$ cat config.mk
export PLATFORM = sky130hd
export DESIGN_NAME = asv_frame_enforcer
export DESIGN_NICKNAME = d
export VERILOG_FILES = /design/src/rtl/asv_frame_enforcer.sv
export SDC_FILE = /design/constraint.sdc
export NUM_CORES = 1
export LEC_CHECK = 0
export ABC_AREA = 0
export BUFFER_PORTS_ARGS = -buffer_cell sky130_fd_sc_hd__buf_4
export CAP_MARGIN = 20
export CORE_MARGIN = 4
export CORE_UTILIZATION = 41
export CTS_CLUSTER_DIAMETER = 50
export DETAILED_ROUTE_END_ITERATION = 8
export PLACE_DENSITY_LB_ADDON = 0.15
export SYNTH_ARGS = -nofsm -noshare
export SYNTH_HDL_FRONTEND = slang
export SYNTH_SLANG_ARGS = --single-unit
$ cat constraint.sdc
create_clock -name aclk -period 2.9 [get_ports aclk]
set_input_delay 0.58 -clock aclk [delete_from_list [all_inputs] [get_ports aclk]]
set_output_delay 0.58 -clock aclk [all_outputs]
set_load 0.02 [all_outputs]
$ cat src/rtl/asv_frame_enforcer.sv
// asv_frame_enforcer
// Checks the line/frame structure of an active-video beat stream and
// regenerates clean, registered frame markers plus one-cycle error pulses.
// A beat is a cycle with tvalid & tready. Every counter moves only on beats.
//
// Ports
//   aclk, areset            : clock; synchronous active-high reset
//   tvalid, tready          : stream handshake (observed only)
//   sof_in, eol_in          : start-of-frame / end-of-line markers from the source
//   cfg_width, cfg_height   : frame geometry, latched on the sof_in beat that starts a frame
//   sof_out, sol_out,
//   eol_out, eof_out        : registered frame markers
//   err_short, err_long,
//   err_early_sof, err_cfg  : registered one-cycle error pulses
//   frame_count             : completed frames, wraps at 16 bits
module asv_frame_enforcer #(
    parameter int W_MAX = 1920,
    parameter int H_MAX = 1080,
    parameter int B     = 0,
    parameter int PPC   = 1,
    localparam int WW   = $clog2(W_MAX) + 1,
    localparam int HW   = $clog2(H_MAX) + 1
) (
    input  logic          aclk,
    input  logic          areset,
    input  logic          tvalid,
    input  logic          tready,
    input  logic          sof_in,
    input  logic          eol_in,
    input  logic [WW-1:0] cfg_width,
    input  logic [HW-1:0] cfg_height,
    output logic          sof_out,
    output logic          sol_out,
    output logic          eol_out,
    output logic          eof_out,
    output logic          err_short,
    output logic          err_long,
    output logic          err_early_sof,
    output logic          err_cfg,
    output logic [15:0]   frame_count
);

    if (B > W_MAX || !(PPC == 1 || PPC == 2 || PPC == 4) || (W_MAX % PPC) != 0) begin : g_bad_params
        $error("asv_frame_enforcer: illegal parameters (B > W_MAX, PPC not 1/2/4, or W_MAX not a multiple of PPC)");
    end

    // One-hot state: bit positions and full codes.
    localparam int S_IDLE = 0;
    localparam int S_SOF  = 1;
    localparam int S_SOL  = 2;
    localparam int S_PIX  = 3;
    localparam int S_HBL  = 4;
    localparam int S_EOF  = 5;

    localparam logic [5:0] ST_IDLE = 6'b000001;
    localparam logic [5:0] ST_SOF  = 6'b000010;
    localparam logic [5:0] ST_SOL  = 6'b000100;
    localparam logic [5:0] ST_PIX  = 6'b001000;
    localparam logic [5:0] ST_HBL  = 6'b010000;
    localparam logic [5:0] ST_EOF  = 6'b100000;

    // Last blanking beat index; clamped so B == 0 never produces a negative constant.
    localparam logic [WW-1:0] BLANK_LAST = WW'(B > 0 ? B - 1 : 0);

    logic [5:0]    state_q, state_d;
    logic [WW-1:0] beat_count_q, beat_count_d;
    logic [HW-1:0] line_count_q, line_count_d;
    logic [WW-1:0] line_beats_q, line_beats_d;
    logic [HW-1:0] height_q, height_d;
    logic [15:0]   frame_count_q, frame_count_d;

    logic sof_out_q, sof_out_d;
    logic sol_out_q, sol_out_d;
    logic eol_out_q, eol_out_d;
    logic eof_out_q, eof_out_d;
    logic err_short_q, err_short_d;
    logic err_long_q, err_long_d;
    logic err_early_sof_q, err_early_sof_d;
    logic err_cfg_q, err_cfg_d;

    logic beat;
    logic last_beat;
    logic last_line;
    logic cfg_ok;
    logic in_frame;
    logic start_ok;
    logic early_sof;

    assign beat      = tvalid & tready;
    assign last_beat = (beat_count_q == line_beats_q - WW'(1));
    assign last_line = (line_count_q == height_q - HW'(1));
    assign cfg_ok    = (cfg_width != '0) && (cfg_width <= WW'(W_MAX)) &&
                       ((cfg_width % WW'(PPC)) == '0) &&
                       (cfg_height != '0) && (cfg_height <= HW'(H_MAX));
    assign in_frame  = state_q[S_SOF] | state_q[S_SOL] | state_q[S_PIX] | state_q[S_HBL];
    assign start_ok  = state_q[S_IDLE] & beat & sof_in & cfg_ok;
    // A sof_in beat inside a frame resynchronises to a fresh frame.
    assign early_sof = in_frame & beat & sof_in;

    // State and counter register.
    always_ff @(posedge aclk) begin
        if (areset) begin
            state_q         <= ST_IDLE;
            beat_count_q    <= '0;
            line_count_q    <= '0;
            line_beats_q    <= '0;
            height_q        <= '0;
            frame_count_q   <= '0;
            sof_out_q       <= 1'b0;
            sol_out_q       <= 1'b0;
            eol_out_q       <= 1'b0;
            eof_out_q       <= 1'b0;
            err_short_q     <= 1'b0;
            err_long_q      <= 1'b0;
            err_early_sof_q <= 1'b0;
            err_cfg_q       <= 1'b0;
        end else begin
            // NOTE: non-blocking assignments so every flop samples the pre-edge values of the others.
            state_q         <= state_d;
            beat_count_q    <= beat_count_d;
            line_count_q    <= line_count_d;
            line_beats_q    <= line_beats_d;
            height_q        <= height_d;
            frame_count_q   <= frame_count_d;
            sof_out_q       <= sof_out_d;
            sol_out_q       <= sol_out_d;
            eol_out_q       <= eol_out_d;
            eof_out_q       <= eof_out_d;
            err_short_q     <= err_short_d;
            err_long_q      <= err_long_d;
            err_early_sof_q <= err_early_sof_d;
            err_cfg_q       <= err_cfg_d;
        end
    end

    // Next-state and counter logic.
    always_comb begin
        // NOTE: hold-value defaults first, so no path through this block infers a latch.
        state_d       = state_q;
        beat_count_d  = beat_count_q;
        line_count_d  = line_count_q;
        line_beats_d  = line_beats_q;
        height_d      = height_q;
        frame_count_d = frame_count_q;

        unique case (1'b1)
            state_q[S_IDLE]: begin
                if (start_ok) begin
                    state_d = ST_SOF;
                end
            end
            state_q[S_SOF], state_q[S_SOL]: begin
                state_d = ST_PIX;
            end
            state_q[S_PIX]: begin
                if (beat) begin
                    if (last_beat) begin
                        line_count_d = line_count_q + HW'(1);
                        if (last_line) begin
                            state_d = ST_EOF;
                        end else if (B == 0) begin
                            state_d = ST_SOL;
                        end else begin
                            state_d = ST_HBL;
                        end
                    end else begin
                        beat_count_d = beat_count_q + WW'(1);
                    end
                end
            end
            state_q[S_HBL]: begin
                if (beat) begin
                    if (beat_count_q == BLANK_LAST) begin
                        state_d = ST_SOL;
                    end else begin
                        beat_count_d = beat_count_q + WW'(1);
                    end
                end
            end
            state_q[S_EOF]: begin
                state_d       = ST_IDLE;
                frame_count_d = frame_count_q + 16'd1;
            end
            default: begin
                state_d = ST_IDLE;
            end
        endcase

        // Frame start (normal or resync): latch geometry and restart counting.
        if (start_ok || early_sof) begin
            state_d      = ST_SOF;
            line_beats_d = cfg_width / WW'(PPC);
            height_d     = cfg_height;
            line_count_d = '0;
            beat_count_d = '0;
        end

        if (state_d != state_q) begin
            beat_count_d = '0;
        end
    end

    // Output logic: markers follow the next state, errors follow the current beat.
    always_comb begin
        sof_out_d       = state_d[S_SOF];
        sol_out_d       = state_d[S_SOF] | state_d[S_SOL];
        eol_out_d       = beat & eol_in;
        eof_out_d       = state_d[S_EOF];
        err_short_d     = state_q[S_PIX] & beat & eol_in & ~last_beat;
        err_long_d      = state_q[S_PIX] & beat & last_beat & ~eol_in;
        err_early_sof_d = early_sof;
        err_cfg_d       = state_q[S_IDLE] & beat & sof_in & ~cfg_ok;
    end

    assign sof_out       = sof_out_q;
    assign sol_out       = sol_out_q;
    assign eol_out       = eol_out_q;
    assign eof_out       = eof_out_q;
    assign err_short     = err_short_q;
    assign err_long      = err_long_q;
    assign err_early_sof = err_early_sof_q;
    assign err_cfg       = err_cfg_q;
    assign frame_count   = frame_count_q;

endmodule

### Word level (Yosys, flattened, before mapping)

Cells that the tools add are included.

* register bits after elaboration: 78
* bits of input ports: 30
* output and inout bits: 24
* word-level logic and storage cells: 74

* $add $sub $neg: 5
* $lt $le $gt $ge: 2
* equality and inequality tests: 7
* mux-type cells: 13
* bitwise operators: 20
* reduce and logical (&&, ||, !) cells: 13

Operator list (count)
* $mux W12: 4
* $mux W6: 7
* $add A12 B1 Y12 const B: 2
* $eq A12 B12 Y1: 2
* $le A12 B11 Y1 const B: 2
* $pmux W12 S2: 1
* $pmux W6 S4: 1
* $reduce_bool A12 Y1: 2
* $sub A12 B1 Y12 const B: 2
* $add A16 B1 Y16 const B: 1
* $and A1 B1 Y1: 13
* $logic_not A12 Y1: 1
* $ne A6 B6 Y1: 1
* $reduce_and A5 Y1: 1
* $ne A2 B1 Y1 const B: 2
* $ne A2 B2 Y1 const B: 2
* $or A1 B1 Y1: 4
* $reduce_or A2 Y1: 2
* $logic_and A1 B1 Y1: 3
* $not A1 Y1: 3
* $reduce_and A3 Y1: 1
* $reduce_or A3 Y1: 1
* $reduce_bool A2 Y1: 1
* $logic_or A1 B1 Y1: 1

### Depth between registers and ports, before layout

Gate-level depths: netlist of the first run.

* word-level depth: 10
* gate-level depth with buffers: 13
* mapped depth without buffers: 10

### Worst setup path before layout of the first run

Ideal clock, no wire load.

* kind: reg2reg
* from: register height_q[0]
* to: register beat_count_q[9]
* library setup time: 0.072 ns
* data arrival time: 2.733 ns
* required time: 2.828 ns
* setup slack: 0.095 ns
* stages on the path, launching flop included: 13
* path buffers: 2
* period minus slack after synthesis: 2.805 ns
* path through: dfxtp_1 > inv_1 > ha_1 > or3b_1 > buf_2 > xnor2_1 > o2111a_1 > a211oi_1 > or4_4 > o2111ai_2 > nand3_2 > buf_6 > nor3b_2

* longest elaborated chain between the ends: 9

Ends and longest elaborated chain
* from (decl): line 69 `logic [HW-1:0] height_q, height_d;`
* from (signal assigned): line 123 `height_q <= height_d;`
* $sub A12 B1 Y12: line 91 `assign last_line = (line_count_q == height_q - HW'(1));`
* $eq A12 B12 Y1: line 91
* $mux W6: line 159 `if (last_line) begin`
* $mux W6: line 157 `if (last_beat) begin`
* $mux W6: line 156 `if (beat) begin`
* $pmux W6 S4: line 146 `unique case (1'b1)`
* $mux W6: line 190 `if (start_ok || early_sof) begin`
* $ne A6 B6 Y1: line 198 `if (state_d != state_q) begin`
* $reduce_or A3 Y1 (no line)
* to (signal assigned): line 120 `beat_count_q <= beat_count_d;`
* to (decl): line 66 `logic [WW-1:0] beat_count_q, beat_count_d;`

No other way between the ends.
A chain may end at the register's enable or synchronous reset.

### Worst setup path in the final report of the first run

* from: register height_q[0]
* to: register beat_count_q[2]

Same word-level chain as after synthesis.

==> flow_summary.toml, run 1 <==
[detailed_routing]
wl_um = 10860
vias = 3897
drtAntennaViolNets = 0
drtIter0Drc = 223
drc = 0
detail_route.first_pass.iterations = 5
wire_per_inst_um = 15.07
vias_per_cell = 5.405

[cells_and_area]
seqCellArea_um2 = 1526
fin_area_um2 = 5364
multi_input_area_um2 = 2769
fill_cells = 1013
drive_gt1_share_pct = 25.64
areaGrowthSynthToFinish_pct = 21.76
nets = 616
utilization_pct = 51.50
antenna_cells = 0

[min_path]
hp-class = "input pin to register"

[synth]
syn_inst = 514
synth_ff_type = "dfxtp_1"
synth_top_family_by_area = "simple AND/OR/NAND/NOR gates"
synth_common_cells = "82 x nor2_1, 76 x dfxtp_1, 33 x xor2_1"
muxShareOfSynthArea_pct = 4.999
syn_area_per_cell_um2 = 8.571
synth_top_area_share_pct = 34.54
synth-simple-area-share_pct = 30.08
synthAdderAreaFrac_pct = 1.704
synth_nets = 550
syn_area_um2 = 4405
yosysMostFrequentCell = "nor2_1"
synth_top_area_cell = "dfxtp_1"
ys_top_cells_by_area = "dfxtp_1 35%, nor2_1 7.0%, xor2_1 6.6%, xnor2_1 5.6%, mux2i_1 5.0%"
synth_warnings = 0
yosysSeqAreaShare_pct = 34.54
synth_edf_count = 0
synth_seq_cells = 76
synth_cell_types = 72
synth-compound-area-share_pct = 12.04
synth-xor-area-share_pct = 12.13
async_flop_share_pct = 0

[worst_setup_path]
worstSetupStartpointType = "register"
rrSetupSlack_ps = 20
crit_end = "beat_count_q[2]"
crit_arrival_ps = 3160
cp_data_required_time_ps = 3180
setup.worst_path.end_class = "register"
r2r_start = "height_q[0]"
startpoint = "height_q[0]"
critPathKind = "register to register"
crit_fanout = 11
worstReg2RegEnd = "beat_count_q[2]"
r2r_cells = 9

[placed_design]
gp_congestion = 0.8500
hpwl_um = 8364
placed_cell_area_um2 = 5075
pre_cts_ws_ps = 8.994
io_buffers = 53

[floorplan]
io_pins = 54
initial_core_util_pct = 42.29
die_h_um = 111.7
core_area_um2 = 10420
fp-row-count = 37
die_area_um2 = 12470
die_x_um = 111.7

[sta]
clock_skew_ps = 18.65
finalCritPeriodShare_pct = 99.42
rsz0062_at_grt = "yes"
slew_headroom_pct = 53.66
final.setup.worst_slack_ps = 16.92
final_max_slew_viol_count = 0
clock.fmax_mhz = 346.9
hold_viol_final = 0
timing.final.crit_period_ps = 2883
setup_viol = 0
worstMarginPinSlew_ps = 688.7

[power_and_ir_drop]
pwr-share-seq_pct = 52.0
leakagePower_nw = 2.108
power.switching_w = 0.0005621
peakVddDrop_mv = 0.2835
switching_share_pct = 27.65
pwr-share-clk_pct = 39.7
internal_power_w = 0.001471
p_total_w = 0.002033
power_density_nw_per_um2 = 379.0
p_comb_share_pct = 8.3

[grt]
grt_pass1_wl_um = 18240
grt_antenna_before_repair = 0
grt_start_max_net_pins = 48
grt_pass1_vias = 3709
grt.total_usage_pct = 17.48
overflow = 0

[clock_tree]
clkTransAtPathRegs_ps = 110
cts_made_buffers = 9
cts_tree = "done"
clk_latency_ps = 370
root_buffer = "clkbuf_8"
cts_num_sinks = 76
ctsHoldBuffers = 0
cts_buffer_depth = 2
h-tree-depth = 3

[outcome]
status = "finished, final reports clean"

[flow_run]
cap_violations = 0
==> critical path, cell delays in order (launching register included) <==
cell       delay [ps]
dfxtp_1           330
or4_4             550
or4_4             490
o22ai_2           120
o211ai_2          140
or4_4             540
o2111ai_2         200
nand3_2           110
buf_12            170
nor3b_1           170
==> power by group through the flow <==
stage	clock network [W]	logic, W	registers (W)
2_1_floorplan	0	0.0000890	0.00108
3_3_place_gp	0	0.000161	0.00108
3_5_place_dp	0	0.000162	0.00108
4_1_cts	0.000834	0.000164	0.00106
5_1_grt	0.000879	0.000185	0.00106
6_report	0.000807	0.000169	0.00106
==> final cells by class <==
cell class,instances,area share [%]
sequential,76,28.46
multi-input combinational,397,51.62
clock buffer,9,2.309
timing repair buffer,82,12.18
inverter,14,0.9797
tap,136,3.172
clock inverter,7,1.283
==> cells by family (layout without fill, tap and decap cells) <==
logic type | count (synthesis) | count (layout)
AND/OR/NAND/NOR | 236 | 236
multiplexers | 22 | 22
AO/OA/AOI/OAI | 72 | 72
flip-flops | 76 | 76
XOR/XNOR | 61 | 61
adder cells (fa/ha/maj) | 6 | 6
buffers and inverters | 41 | 112
==> how the worst min path moves through the flow <==
stage	startpoint	endpoint	slack, ps	cells after the start
floorplan	line_count_q[11]	line_count_q[11]	470	2
global placement	line_count_q[11]	line_count_q[11]	480	2
detailed placement	line_count_q[11]	line_count_q[11]	500	2
CTS	eol_in	err_long	350	2
global route	eol_in	err_long	350	2
finish	eol_in	err_long	360	2
==> flip-flops by register name, summed over array words and instances, names as in the netlist, 6 cells and up <==
signal        flops
height_q         12
beat_count_q     12
line_beats_q     12
frame_count      16
state_q           6
line_count_q     12
==> layer usage <==
layer | GRT usage [%] | wire length (um) | vias to the layer above
li1 | - | - | 1967
met1 | 24.97 | 5221 | 1836
met2 | 26.46 | 4966 | 88
met3 | 3.696 | 586 | 6
met4 | 5.191 | 89 | 0
met5 | 0 | 0 | -
==> stage by stage <==
step / TNS (ps) / hold WS (ps) / std cells
2_1_floorplan: 0 / 468.3 / 514
3_5_place_dp: 0 / 499.7 / 704
3_3_place_gp: 0 / 481.4 / 704
4_1_cts: 0 / 351.9 / 720
6_report: 0 / 364.4 / 721
5_1_grt: -702.6 / 346.8 / 721
==> cells in the final DEF (no fill, tap or decap), types with 8 or more instances in the layout <==
master | Yosys | layout
nor3_2 | 11 | 9
nand3_1 | 19 | 19
and3_1 | 12 | 12
clkbuf_8 | 1 | 9
o21ai_0 | 10 | 10
nand2_1 | 24 | 24
dfxtp_1 | 76 | 72
xnor2_1 | 28 | 27
nor2_1 | 82 | 81
or3_1 | 8 | 8
a21oi_1 | 17 | 17
inv_1 | 14 | 14
mux2i_1 | 22 | 22
nand4_1 | 13 | 13
xor2_1 | 33 | 32
nor3_1 | 13 | 13
buf_4 | 2 | 79
nor4_1 | 11 | 9
==> timing repair <==
item,in CTS,in global routing
pin swaps,0,8
buffers inserted,0,1
gates resized for setup,3,17
setup endpoints to repair,4,17
(Power assumes the default switching activity.)
==> run 2: changes to the inputs <==
--- a/config.mk
+++ b/config.mk
@@ -8,8 +8,10 @@
 export ABC_AREA = 0
 export BUFFER_PORTS_ARGS = -buffer_cell sky130_fd_sc_hd__buf_4
 export CAP_MARGIN = 20
+export CELL_PAD_IN_SITES_DETAIL_PLACEMENT = 0
+export CELL_PAD_IN_SITES_GLOBAL_PLACEMENT = 1
 export CORE_MARGIN = 4
-export CORE_UTILIZATION = 41
+export CORE_UTILIZATION = 38
 export CTS_CLUSTER_DIAMETER = 50
 export DETAILED_ROUTE_END_ITERATION = 8
 export PLACE_DENSITY_LB_ADDON = 0.15
==> run 2 against run 1 <==
Effect of this change: sequential power is essentially flat; cell count grew 2.1%; global-route usage grew 0.50 points; worst setup slack gained 13 ps; flip-flop and latch count is the same; critical path depth is the same; non-clock buffer count grew 8; routed wire length grew 6.0%; sequential share of layout area shrank 1.1 points; register-to-register slack is essentially flat; hold slack gained 35 ps; critical path type unchanged; largest cell class unchanged.
==> flow_summary.toml, run 2 (synthesis results as in run 1) <==
[flow_run]
cap_violations = 0

[grt]
grt.total_usage_pct = 17.98
grt_start_max_net_pins = 48
grt_pass1_wl_um = 18890
grt_antenna_before_repair = 0
grt_pass1_vias = 3793
overflow = 0

[cells_and_area]
largest_reg_flops = 16
final_cell_mix = "87 x buf_4, 82 x nor2_1, 75 x dfxtp_1, 33 x xor2_1, 27 x xnor2_1"
fin_cells = 736
final_common_cell = "buf_4"
seqCellArea_um2 = 1523
areaGrowthSynthToFinish_pct = 26.47
drive_gt1_share_pct = 25.63
multi_input_area_um2 = 2766
antenna_cells = 0
nets = 624
fill_cells = 1089
utilization_pct = 49.00

[floorplan]
die_x_um = 115.7
die_area_um2 = 13380
die_h_um = 115.7
fp-row-count = 39
initial_core_util_pct = 38.75
io_pins = 54
core_area_um2 = 11370

[sta]
clock.fmax_mhz = 348.4
slew_headroom_pct = 55.33
timing.final.crit_period_ps = 2870
rsz0062_at_grt = "yes"
final_max_slew_viol_count = 0
worstMarginPinSlew_ps = 663.9
hold_ws_ps = 399.6
setup_viol = 0
hold_viol_final = 0
finalCritPeriodShare_pct = 98.97
clock_skew_ps = 6.509
final.setup.worst_slack_ps = 29.89

[worst_setup_path]
cp.buffers_inverters = 1
setup.worst_path.end_class = "register"
cpMaxStageDelayCell = "or4_4"
critPathKind = "register to register"
path_cells = "or4_4 > or4_4 > o22ai_2 > o211ai_2 > or4_4 > o2111ai_2 > nand3_2 > buf_12 > nor3b_1"
cp_data_required_time_ps = 3170
worstSetupStartpointType = "register"
crit_arrival_ps = 3140
rrSetupSlack_ps = 30
crit_fanout = 11
critPathTopFamily = "simple AND/OR/NAND/NOR gates"
slowest_delay_ps = 540
path_common_cell = "or4_4"

[clock_tree]
cts_made_buffers = 9
root_buffer = "clkbuf_16"
clkTransAtPathRegs_ps = 60
h-tree-depth = 3
cts_buffer_depth = 2
cts_num_sinks = 76
clk_latency_ps = 350
cts_tree = "done"
ctsHoldBuffers = 0

[detailed_routing]
vias = 3979
drtIter0Drc = 168
drtAntennaViolNets = 0
detail_route.first_pass.iterations = 5
vias_per_cell = 5.406
wire_per_inst_um = 15.64
drc = 0
wl_um = 11510

[placed_design]
pre_cts_ws_ps = -4.418
hpwl_um = 8581
gp_congestion = 0.9203
io_buffers = 53
dp.cells = 718

[power_and_ir_drop]
peakVddDrop_mv = 0.2960
power_density_nw_per_um2 = 448.9
leakagePower_nw = 2.209
p_total_w = 0.002501

[min_path]
hp-class = "input pin to register"

[outcome]
status = "finished, final reports clean"
[run 2: cell type report]
class,instances,share of cell area [%]
Sequential cell,76,27.33
Tap cell,143,3.211
Timing Repair Buffer,90,12.80
Inverter,14,0.9432
Clock inverter,3,1.213
Multi-Input combinational cell,397,49.65
Clock buffer,13,4.851
[run 2: per-stage QoR]
| stage | setup TNS [ps] | instance area (um^2) |
|---|---|---|
| final | 0 | 5572 |
| after global routing | -617.1 | 5572 |
| after CTS | 0 | 5490 |
| after detailed placement | -4.418 | 5136 |
| after global placement | 0 | 5136 |
| after floorplan | 0 | 4405 |
[run 2: repair_timing]
action / 4_1_cts / 5_1_grt
gates resized for setup: 3 / 12
hold endpoints to repair: 0 / 0
setup endpoints to repair: 9 / 18
pin swaps: 1 / 5
buffers inserted: 0 / 2
cloned: 0 / 0
[run 2: worst paths after layout]
path / startpoint / endpoint / cells past startpoint
max: height_q[0] / beat_count_q[2] / 9
min: eol_in / err_long / 2
max reg2reg: height_q[0] / beat_count_q[2] / 9
min reg2reg: line_count_q[11] / line_count_q[11] / 2
[run 2: per-layer routing]
metal	global-route usage (%)	wire, um	share of wire, %
met5	0	0	0
met4	7.347	272	2.4
met3	3.916	651	5.7
met2	27.55	5033	44
met1	24.63	5557	48
[run 2: power breakdown]
part / internal [W] / switching (W) / total [W]
Sequential: 0.00105 / 0.00000835 / 0.00106
Clock: 0.000824 / 0.000447 / 0.00127
Combinational: 0.0000811 / 0.0000902 / 0.000171
Total: 0.00196 / 0.000546 / 0.00250
